File: config.mk
export PLATFORM = sky130hd
export DESIGN_NAME = seg7_scan_mux
export DESIGN_NICKNAME = d
export VERILOG_FILES = /design/src/rtl/seg7_pkg.sv /design/src/rtl/seg7_hex_decode.sv /design/src/rtl/seg7_scan_mux.sv
export SDC_FILE = /design/constraint.sdc
export NUM_CORES = 1
export LEC_CHECK = 0
export CAP_MARGIN = 10
export CORE_MARGIN = 1
export CORE_UTILIZATION = 25
export DETAILED_ROUTE_END_ITERATION = 6
export DONT_BUFFER_PORTS = 1
export GPL_TIMING_DRIVEN = 0
export PLACE_DENSITY = 0.37
export SYNTH_ARGS = -nofsm -noshare
export SYNTH_HDL_FRONTEND = slang
export SYNTH_SLANG_ARGS = --single-unit
File: constraint.sdc
create_clock -name clk -period 2.81 [get_ports clk]
set_input_delay 0.4215 -clock clk [delete_from_list [all_inputs] [get_ports clk]]
set_output_delay 0.4215 -clock clk [all_outputs]
set_load 0.005 [all_outputs]
File: src/rtl/seg7_pkg.sv
// rtl/seg7_pkg.sv - shared constants and helpers for the seven-segment scan driver
package seg7_pkg;

   localparam logic [6:0] SEG_BLANK = 7'h7F;

   // Active-low {g,f,e,d,c,b,a} patterns for hex digits 0..F.
   localparam logic [6:0] HEX_SEG [16] = '{
      7'h40, 7'h79, 7'h24, 7'h30, 7'h19, 7'h12, 7'h02, 7'h78,
      7'h00, 7'h10, 7'h08, 7'h03, 7'h46, 7'h21, 7'h06, 7'h0E
   };

   function automatic int cw(input int n);
      return (n <= 2) ? 1 : $clog2(n);
   endfunction

endpackage

File: src/rtl/seg7_hex_decode.sv
// rtl/seg7_hex_decode.sv - hex nibble to active-low seven-segment pattern
module seg7_hex_decode (
   input  logic [3:0] nibble_i,
   output logic [6:0] seg_o
);
   import seg7_pkg::*;

   assign seg_o = HEX_SEG[nibble_i];

endmodule

File: src/rtl/seg7_scan_mux.sv
// rtl/seg7_scan_mux.sv - multi-channel seven-segment scan driver with frame snapshots
module seg7_scan_mux
   import seg7_pkg::*;
#(
   parameter int NUM_DIGITS    = 8,
   parameter int NUM_CHANNELS  = 2,
   parameter int DIGIT_CYCLES  = 100000,
   parameter int BLANK_CYCLES  = 4,
   parameter int FRAMES_PER_CH = 256
) (
   input  logic                                  clk,
   input  logic                                  reset,
   input  logic [4*NUM_DIGITS*NUM_CHANNELS-1:0]  data,
   input  logic [cw(NUM_CHANNELS)-1:0]           ch_sel,
   input  logic                                  auto_rotate,
   input  logic                                  blank_lz,
   input  logic [NUM_DIGITS-1:0]                 dp_mask,
   input  logic                                  freeze,
   output logic [6:0]                            seg,
   output logic [NUM_DIGITS-1:0]                 an,
   output logic                                  dp,
   output logic [cw(NUM_CHANNELS)-1:0]           cur_ch
);

   localparam int CW = cw(NUM_CHANNELS);
   localparam int DW = cw(NUM_DIGITS);
   localparam int PW = cw(DIGIT_CYCLES);
   localparam int FW = cw(FRAMES_PER_CH);
   localparam int WW = 4 * NUM_DIGITS;

   logic [PW-1:0]         prescaler_q, prescaler_d;
   logic [DW-1:0]         digit_idx_q, digit_idx_d;
   logic [FW-1:0]         frame_cnt_q, frame_cnt_d;
   logic [WW-1:0]         snapshot_q, snapshot_d;
   logic [CW-1:0]         cur_ch_q, cur_ch_d;
   logic [6:0]            seg_q, seg_d;
   logic [NUM_DIGITS-1:0] an_q, an_d;
   logic                  dp_q, dp_d;

   logic                  tick;
   logic                  frame_end;
   logic [3:0]            nibble;
   logic [6:0]            hex_seg;
   logic [NUM_DIGITS-1:0] lz_blank;
   logic                  upper_zero;

   always_comb begin
      tick        = (prescaler_q == PW'(DIGIT_CYCLES - 1));
      frame_end   = tick && (digit_idx_q == DW'(NUM_DIGITS - 1));
      prescaler_d = tick ? '0 : prescaler_q + 1'b1;
      digit_idx_d = digit_idx_q;
      frame_cnt_d = frame_cnt_q;
      cur_ch_d    = cur_ch_q;
      snapshot_d  = snapshot_q;
      if (tick) begin
         digit_idx_d = frame_end ? '0 : digit_idx_q + 1'b1;
      end
      // Channel and snapshot move together so a frame never mixes two words.
      if (frame_end && !freeze) begin
         if (auto_rotate) begin
            if (frame_cnt_q == FW'(FRAMES_PER_CH - 1)) begin
               frame_cnt_d = '0;
               cur_ch_d    = (cur_ch_q == CW'(NUM_CHANNELS - 1)) ? '0 : cur_ch_q + 1'b1;
            end else begin
               frame_cnt_d = frame_cnt_q + 1'b1;
            end
         end else begin
            cur_ch_d = (int'(ch_sel) >= NUM_CHANNELS) ? '0 : ch_sel;
         end
         snapshot_d = data[int'(cur_ch_d)*WW +: WW];
      end
   end

   assign nibble = snapshot_q[{digit_idx_q, 2'b00} +: 4];

   seg7_hex_decode u_hex_decode (
      .nibble_i (nibble),
      .seg_o    (hex_seg)
   );

   always_comb begin
      upper_zero = 1'b1;
      lz_blank   = '0;
      // Digit 0 is never suppressed, so an all-zero word still shows "0".
      for (int i = NUM_DIGITS - 1; i > 0; i--) begin
         upper_zero  = upper_zero && (snapshot_q[4*i +: 4] == 4'h0);
         lz_blank[i] = blank_lz && upper_zero;
      end
      seg_d = lz_blank[digit_idx_q] ? SEG_BLANK : hex_seg;
      an_d  = (prescaler_q < PW'(BLANK_CYCLES)) ? '1 : ~(NUM_DIGITS'(1) << digit_idx_q);
      dp_d  = ~dp_mask[digit_idx_q];
   end

   always_ff @(posedge clk or posedge reset) begin
      if (reset) begin
         prescaler_q <= '0;
         digit_idx_q <= '0;
         frame_cnt_q <= '0;
         snapshot_q  <= '0;
         cur_ch_q    <= '0;
         seg_q       <= SEG_BLANK;
         an_q        <= '1;
         dp_q        <= 1'b1;
      end else begin
         prescaler_q <= prescaler_d;
         digit_idx_q <= digit_idx_d;
         frame_cnt_q <= frame_cnt_d;
         snapshot_q  <= snapshot_d;
         cur_ch_q    <= cur_ch_d;
         seg_q       <= seg_d;
         an_q        <= an_d;
         dp_q        <= dp_d;
      end
   end

   assign seg    = seg_q;
   assign an     = an_q;
   assign dp     = dp_q;
   assign cur_ch = cur_ch_q;

endmodule
==> results of run 1 <==
-- worst max-delay path, delay by kind of cell (launching register included) --
family	cells	cell delay, ns
adder cells (fa/ha/maj)	1	0.25
AND/OR/NAND/NOR	3	0.67
multiplexers	1	0.61
AO/OA/AOI/OAI	2	0.21
flip-flops	1	0.36
buffers and inverters	3	0.40
-- power by group --
| part | switching [µW] | leakage (µW) | internal [µW] |
|---|---|---|---|
| logic | 54.5 | 0.00103 | 33.2 |
| clock network | 475 | 0.000141 | 646 |
| registers | 0.409 | 0.00100 | 1110 |
-- sequential cells by signal, summed over array words and instances, names as in the netlist --
name	cells
frame_cnt_q	8
seg	7
prescaler_q	17
dp	1
snapshot_q	32
cur_ch	1
an	8
digit_idx_q	3
-- area by class of cell --
type	count	area share
well taps	220	0.0572
plain buffers	19	0.0242
clock inverters	5	0.00729
repair buffers	3	0.00781
multi-input cells	281	0.437
flip-flops and latches	77	0.405
inverters	11	0.00911
clock buffers	11	0.0526
-- kinds of logic (layout without fill, tap and decap cells) --
family | count (synthesis) | in the layout | share of synthesized area
adders and majority gates | 14 | 14 | 0.0417
DFF | 77 | 77 | 0.463
muxes | 53 | 53 | 0.168
and+or+nand+nor | 134 | 134 | 0.159
xor gates and xnor gates | 18 | 18 | 0.0375
buffers and inverters | 30 | 49 | 0.0372
AOI/OAI and AO/OA | 62 | 62 | 0.0938
-- synth_stat cells (all sizes together) (2+ instances only) --
| library cell | count | area (µm²) |
|---|---|---|
| o31ai | 2 | 28.8 |
| dfrtp | 61 | 1530 |
| or3 | 3 | 23.8 |
| nand4 | 8 | 50.1 |
| xnor2 | 9 | 78.8 |
| a21oi | 5 | 25.0 |
| o211a | 2 | 20.0 |
| dfstp | 16 | 420 |
| nand4b | 2 | 17.5 |
| o211ai | 4 | 30.0 |
| nor4 | 10 | 77.6 |
| nand3 | 17 | 85.1 |
| or4 | 2 | 15.0 |
| and2 | 3 | 18.8 |
| nor2b | 2 | 12.5 |
| xor2 | 9 | 78.8 |
| nand2 | 54 | 203 |
| and4 | 3 | 26.3 |
| or2 | 3 | 18.8 |
| nor3 | 4 | 20.0 |
| ha | 14 | 175 |
| nor2 | 19 | 71.3 |
| buf | 10 | 81.3 |
| mux2 | 6 | 78.8 |
| inv | 10 | 37.5 |
| clkbuf | 9 | 33.8 |
| mux2i | 37 | 370 |
| o21ai | 44 | 220 |
| mux4 | 10 | 255 |
-- routing by layer --
layer	wire length [µm]	part of all wire
met4	144	0.014
met3	480	0.045
met5	0	0
met2	4770	0.45
met1	5150	0.49
-- metrics by stage --
| step | setup TNS [ns] | power (µW) | hold WS, ns | setup slack [ns] |
|---|---|---|---|---|
| after CTS | 0 | 2370 | 0.224 | 0.0535 |
| after detailed placement | 0 | 1220 | 0.364 | 0.0792 |
| after global placement | -37.36 | 1220 | 0.448 | -0.616 |
| after floorplan | 0 | 1190 | 0.425 | 0.448 |
| after global routing | 0 | 2420 | 0.233 | 0.0753 |
| final | 0 | 2320 | 0.235 | 0.193 |
-- worst max path at each step --
stage | start | end | slack (ns) | depth (start not counted)
final | digit_idx_q[0]$_DFFE_PP0P_ | seg[0]$_DFF_PP1_ | 0.19 | 10
after detailed placement | digit_idx_q[0]$_DFFE_PP0P_ | seg[0]$_DFF_PP1_ | 0.08 | 10
after floorplan | reset | cur_ch$_DFFE_PP0P_ | 0.45 | 1
after global routing | digit_idx_q[0]$_DFFE_PP0P_ | seg[0]$_DFF_PP1_ | 0.08 | 10
after global placement | reset | snapshot_q[25]$_DFFE_PP0P_ | -0.62 | 1
after CTS | digit_idx_q[0]$_DFFE_PP0P_ | seg[0]$_DFF_PP1_ | 0.05 | 10
-- timing repair --
| action | CTS | global route |
|---|---|---|
| gates resized for setup | 0 | 3 |
| endpoints found under the hold margin | 33 | 0 |
| setup buffers | 0 | 1 |
| setup endpoints to repair | 0 | 2 |
| hold buffers | 1 | 0 |
==> results.ini, run 1 <==
[timing]
maxSlewHeadroom=0.666
period_share=0.931
rsz0062_at_grt=no
hold_viol_final=0
skew_ns=0.0102
final-max-slew-violation-count=0
worst-slew-pin-transition_ns=0.501
fmax_ghz=0.382
setup_viol=0
period_minus_slack_ns=2.62

[floorplanning]
die_h_um=132
die_width_um=132
num_rows=47
core_um2=16500
io-pin-count=95
design.die.area_um2=17300
initial_core_util=0.254

[final_layout]
final_cell_mix=dfrtp_1, nand2_1, o21ai_0
final_util=0.291
diodes=0
instances_no_fill=627
register_area_um2=1950
multi_input_area_um2=2100
num-fill-cells=1728
fin_area_um2=4810
drive_gt1_frac=0.155
finalNetCount=494
area_growth_syn_to_layout_pct=14.4
layout_commonest_cell=dfrtp_1

[setup_path]
worstSetupEndpointType=flop
cp_max_fo=10
slowest_delay_ns=0.61
cpMostUsedCell=o21ai_0
r2r_end=seg[0]$_DFF_PP1_
rr_startpoint=digit_idx_q[0]$_DFFE_PP0P_
rrSetupSlack_ns=0.19
arrival_ns=2.86
worstPathRequired_ns=3.05
rr_worst_depth=10
startpoint_type=flop
slowest_stage=mux4_1
crit_type=reg -> reg
crit_chain=buf_6 > buf_8 > mux4_1 > nand2_1 > and2_2 > inv_1 > ha_1 > or3b_1 > o21ai_0 > o21ai_0

[logic_synthesis]
synthCells=388
syn-num-nets=480
ys_async_sr_fraction=1.00
ys_seq_elements=77
ys_types=50
avgSynthCellArea_um2=10.8
syn_area_um2=4200
synth-seq-area-share=0.463
yosys_warnings=0
yosys_most_used_dff=dfrtp_1
synth_edf_count=0

[clock_network]
insertion_delay_ns=0.35
numCtsBuffers=9
cts_sinks=77
clk_pin_slew_ns=0.06
root_buffer=clkbuf_16
cts_tree=done
clockBufferDepth=2
htreeDepth=3

[global_routing]
first_global_vias=3057
grt_use_met1=0.174
grt_util_all_layers=0.129
use_met2=0.196
met3_usage=0.0417
globalRoute.busiestLayer=met2
antenna_found_initial=0
grt-ovfl-total=0
grt_max_degree=42
grt_pass1_wl_um=16900

[routing]
via_per_inst=4.74
wl_per_cell_um=16.8
final_antenna_net_count=0
drtPass1Iterations=4
drc=0
vias=2972
first_iter_violations=96
totalWireLength_um=10600

[place]
dpl.cell_count=609
gp_congestion=0.764
dpl_cell_area_um2=4500
io_buffers=0
dp_hpwl_um=7900

[worst_hold_path]
hold_start=auto_rotate
min_to=frame_cnt_q[2]$_DFFE_PP0P_
hp-class=in -> reg
whs_path_depth=2

[power_and_ir_drop]
pwr_density_cell_nw_per_um2=483
p_leak_uw=0.00217
ir_drop_v=0.000286

[run_status]
outcome=complete, no violations

[run]
drv_cap=0

Power figures use the tool's default switching activity.
==> inputs of run 2 (changes only) <==
--- a/config.mk
+++ b/config.mk
@@ -12,6 +12,8 @@
 export DONT_BUFFER_PORTS = 1
 export GPL_TIMING_DRIVEN = 0
 export PLACE_DENSITY = 0.37
+export RECOVER_POWER = 50
 export SYNTH_ARGS = -nofsm -noshare
 export SYNTH_HDL_FRONTEND = slang
+export SYNTH_HIERARCHICAL = 1
 export SYNTH_SLANG_ARGS = --single-unit
==> run 2 against run 1 <==
  * Synthesized cell count fell by 7.2%
  * Critical endpoint is now seg[3]$_DFF_PP1_
  * Non-clock buffer count down 6
  * Core utilization grew 0.45 points
  * Power grew 2.1%
  * Largest cell class unchanged
==> results.ini, run 2 <==
[logic_synthesis]
synth_commonest_cells=dfrtp_1, mux2_2, nand2_1, mux2_4, nand3_1
syn-num-nets=453
synth_fa_ha_area_frac=0.0430
synth-seq-area-share=0.446
avgSynthCellArea_um2=12.1
synth_area_leaders=dfrtp_1, mux2_4, dfstp_2
synthDominantCellAreaShare=0.349
ys_types=44
synth-compound-area-share=0.0435
synthCells=360
syn_area_um2=4370
yosys.area.top_type=dfrtp_1
ys_async_sr_fraction=1.00
synth_edf_count=0
ys_seq_elements=77
synth_xor_area_frac=0.0341
synth_top_family_by_area=multiplexers
yosys_most_used_dff=dfrtp_1
yosysMostFrequentCell=dfrtp_1
synth-simple-area-share=0.137
synthMuxAreaShare=0.264
yosys_warnings=6

[power_and_ir_drop]
pwr-share-comb=0.042
p_total_uw=2370
sequentialPowerShare=0.469
pwr_density_cell_nw_per_um2=477
p_int_uw=1870
p_leak_uw=0.00219
p_sw_uw=500
power.share.switching=0.211
clkPwrFrac=0.488
ir_drop_v=0.000248

[setup_path]
rrSetupSlack_ns=0.20
rr_startpoint=digit_idx_q[1]$_DFFE_PP0P_
rr_worst_depth=9
crit_type=reg -> reg
cp_max_fo=10
startpoint_type=flop
worstSetupEndpointType=flop
arrival_ns=2.86
r2r_end=seg[3]$_DFF_PP1_
worstPathRequired_ns=3.07

[clock_network]
numCtsBuffers=9
cts_sinks=77
clockBufferDepth=2
cts_tree=done
clk_pin_slew_ns=0.06
htreeDepth=3
root_buffer=clkbuf_16
insertion_delay_ns=0.34

[final_layout]
final_util=0.295
drive_gt1_frac=0.328
finalNetCount=466
largestRegisters=snapshot_q x32, prescaler_q x17
diodes=0
final_cell_mix=dfrtp_1, mux2_2, nand2_1
area_growth_syn_to_layout_pct=13.7
largest_register=snapshot_q
layout_commonest_cell=dfrtp_1
largest_register_ffs=32

[routing]
drc=0
via_per_inst=4.59
final_antenna_net_count=0
totalWireLength_um=10200
wl_per_cell_um=17.0
vias=2743
drtPass1Iterations=4
first_iter_violations=108

[floorplanning]
initial_core_util=0.260
design.die.area_um2=18000
die_width_um=134
die_h_um=134
core_um2=16800
io-pin-count=95
num_rows=47

[global_routing]
globalRoute.busiestLayer=met1
grt_util_all_layers=0.123
antenna_found_initial=0
use_met2=0.173
first_global_vias=2870
grt-ovfl-total=0
grt_pass1_wl_um=16400
grt_use_met1=0.175
grt_max_degree=59
met3_usage=0.0408

[run]
drv_cap=0

[timing]
skew_ns=0.00815
setup_viol=0
period_share=0.927
fmax_ghz=0.384
fin_tns_setup_ns=0
hold_viol_final=0
period_minus_slack_ns=2.61
maxSlewHeadroom=0.425
final-max-slew-violation-count=0
rsz0062_at_grt=no
worst-slew-pin-transition_ns=0.858

[worst_hold_path]
hold_start=data[22]
min_to=snapshot_q[22]$_DFFE_PP0P_
hp-class=in -> reg
whs_path_depth=2

[run_status]
outcome=complete, no violations

[place]
io_buffers=0
dp_hpwl_um=7720
gp_congestion=0.765

[run 2: power by group through the flow]
| stage | registers [µW] | logic, µW | clock network, µW |
|---|---|---|---|
| finish | 1110 | 99.8 | 1160 |
| global route | 1110 | 114 | 1260 |
| CTS | 1110 | 109 | 1200 |
| detailed placement | 1130 | 107 | 0 |
| global placement | 1130 | 100 | 0 |
| floorplan | 1130 | 77.0 | 0 |
[run 2: worst max path at each step]
stage                                     startpoint                    endpoint  slack, ns  depth (start not counted)
final                     digit_idx_q[1]$_DFFE_PP0P_            seg[3]$_DFF_PP1_       0.20                          9
after global routing      digit_idx_q[1]$_DFFE_PP0P_            seg[3]$_DFF_PP1_       0.03                          9
after CTS                 frame_cnt_q[0]$_DFFE_PP0P_   snapshot_q[4]$_DFFE_PP0P_       0.05                          7
after detailed placement  digit_idx_q[0]$_DFFE_PP0P_            seg[3]$_DFF_PP1_      -0.02                          9
after global placement                         reset  frame_cnt_q[0]$_DFFE_PP0P_      -0.61                          1
after floorplan           digit_idx_q[0]$_DFFE_PP0P_            seg[3]$_DFF_PP1_       0.40                          9
[run 2: worst max-delay path, stage by stage (launching register included)]
cell	delay, ns
dfrtp_1	0.38
clkbuf_1	0.46
mux4_2	0.33
nand2_1	0.06
nand2_1	0.21
inv_1	0.14
ha_1	0.30
inv_1	0.05
mux4_2	0.44
nand2b_1	0.16
[run 2: final cells by class]
type                            instances  area (µm²)
Tap cell                              220         275
Fill cell                            1744       11800
Sequential cell                        77        1950
Clock buffer                           12         246
Buffer                                 14         105
Clock inverter                          4        47.5
Multi-Input combinational cell        259        2290
Timing Repair Buffer                    2        17.5
Inverter                               10        41.3
[run 2: kinds of logic (layout without fill, tap and decap cells)]
| family | Yosys count | after routing |
|---|---|---|
| buffers and inverters | 24 | 42 |
| and+or+nand+nor | 114 | 114 |
| adders and majority gates | 15 | 15 |
| DFF | 77 | 77 |
| AOI/OAI and AO/OA | 31 | 31 |
| muxes | 82 | 82 |
| xor gates and xnor gates | 17 | 17 |
[run 2: layer usage]
layer	wire, µm	up-vias
li1	-	1323
met1	5100	1332
met2	4360	76
met3	554	12
met4	142	0
met5	0	-
[run 2: through the flow]
step	cells	area, µm²	hold WS, ns	setup WS [ns]
floorplan	360	4370	0.452	0.400
global placement	580	4640	0.475	-0.615
detailed placement	581	4670	0.270	-0.0153
CTS	598	4980	0.339	0.0513
global route	598	4970	0.348	0.0262
finish	598	4970	0.354	0.204
[run 2: what timing repair did]
action                                 4_1_cts  5_1_grt
resized for setup                            1        2
endpoints found under the hold margin        9        0
buffers inserted                             0        0
hold buffers                                 1        0
setup endpoints to repair                    1       31
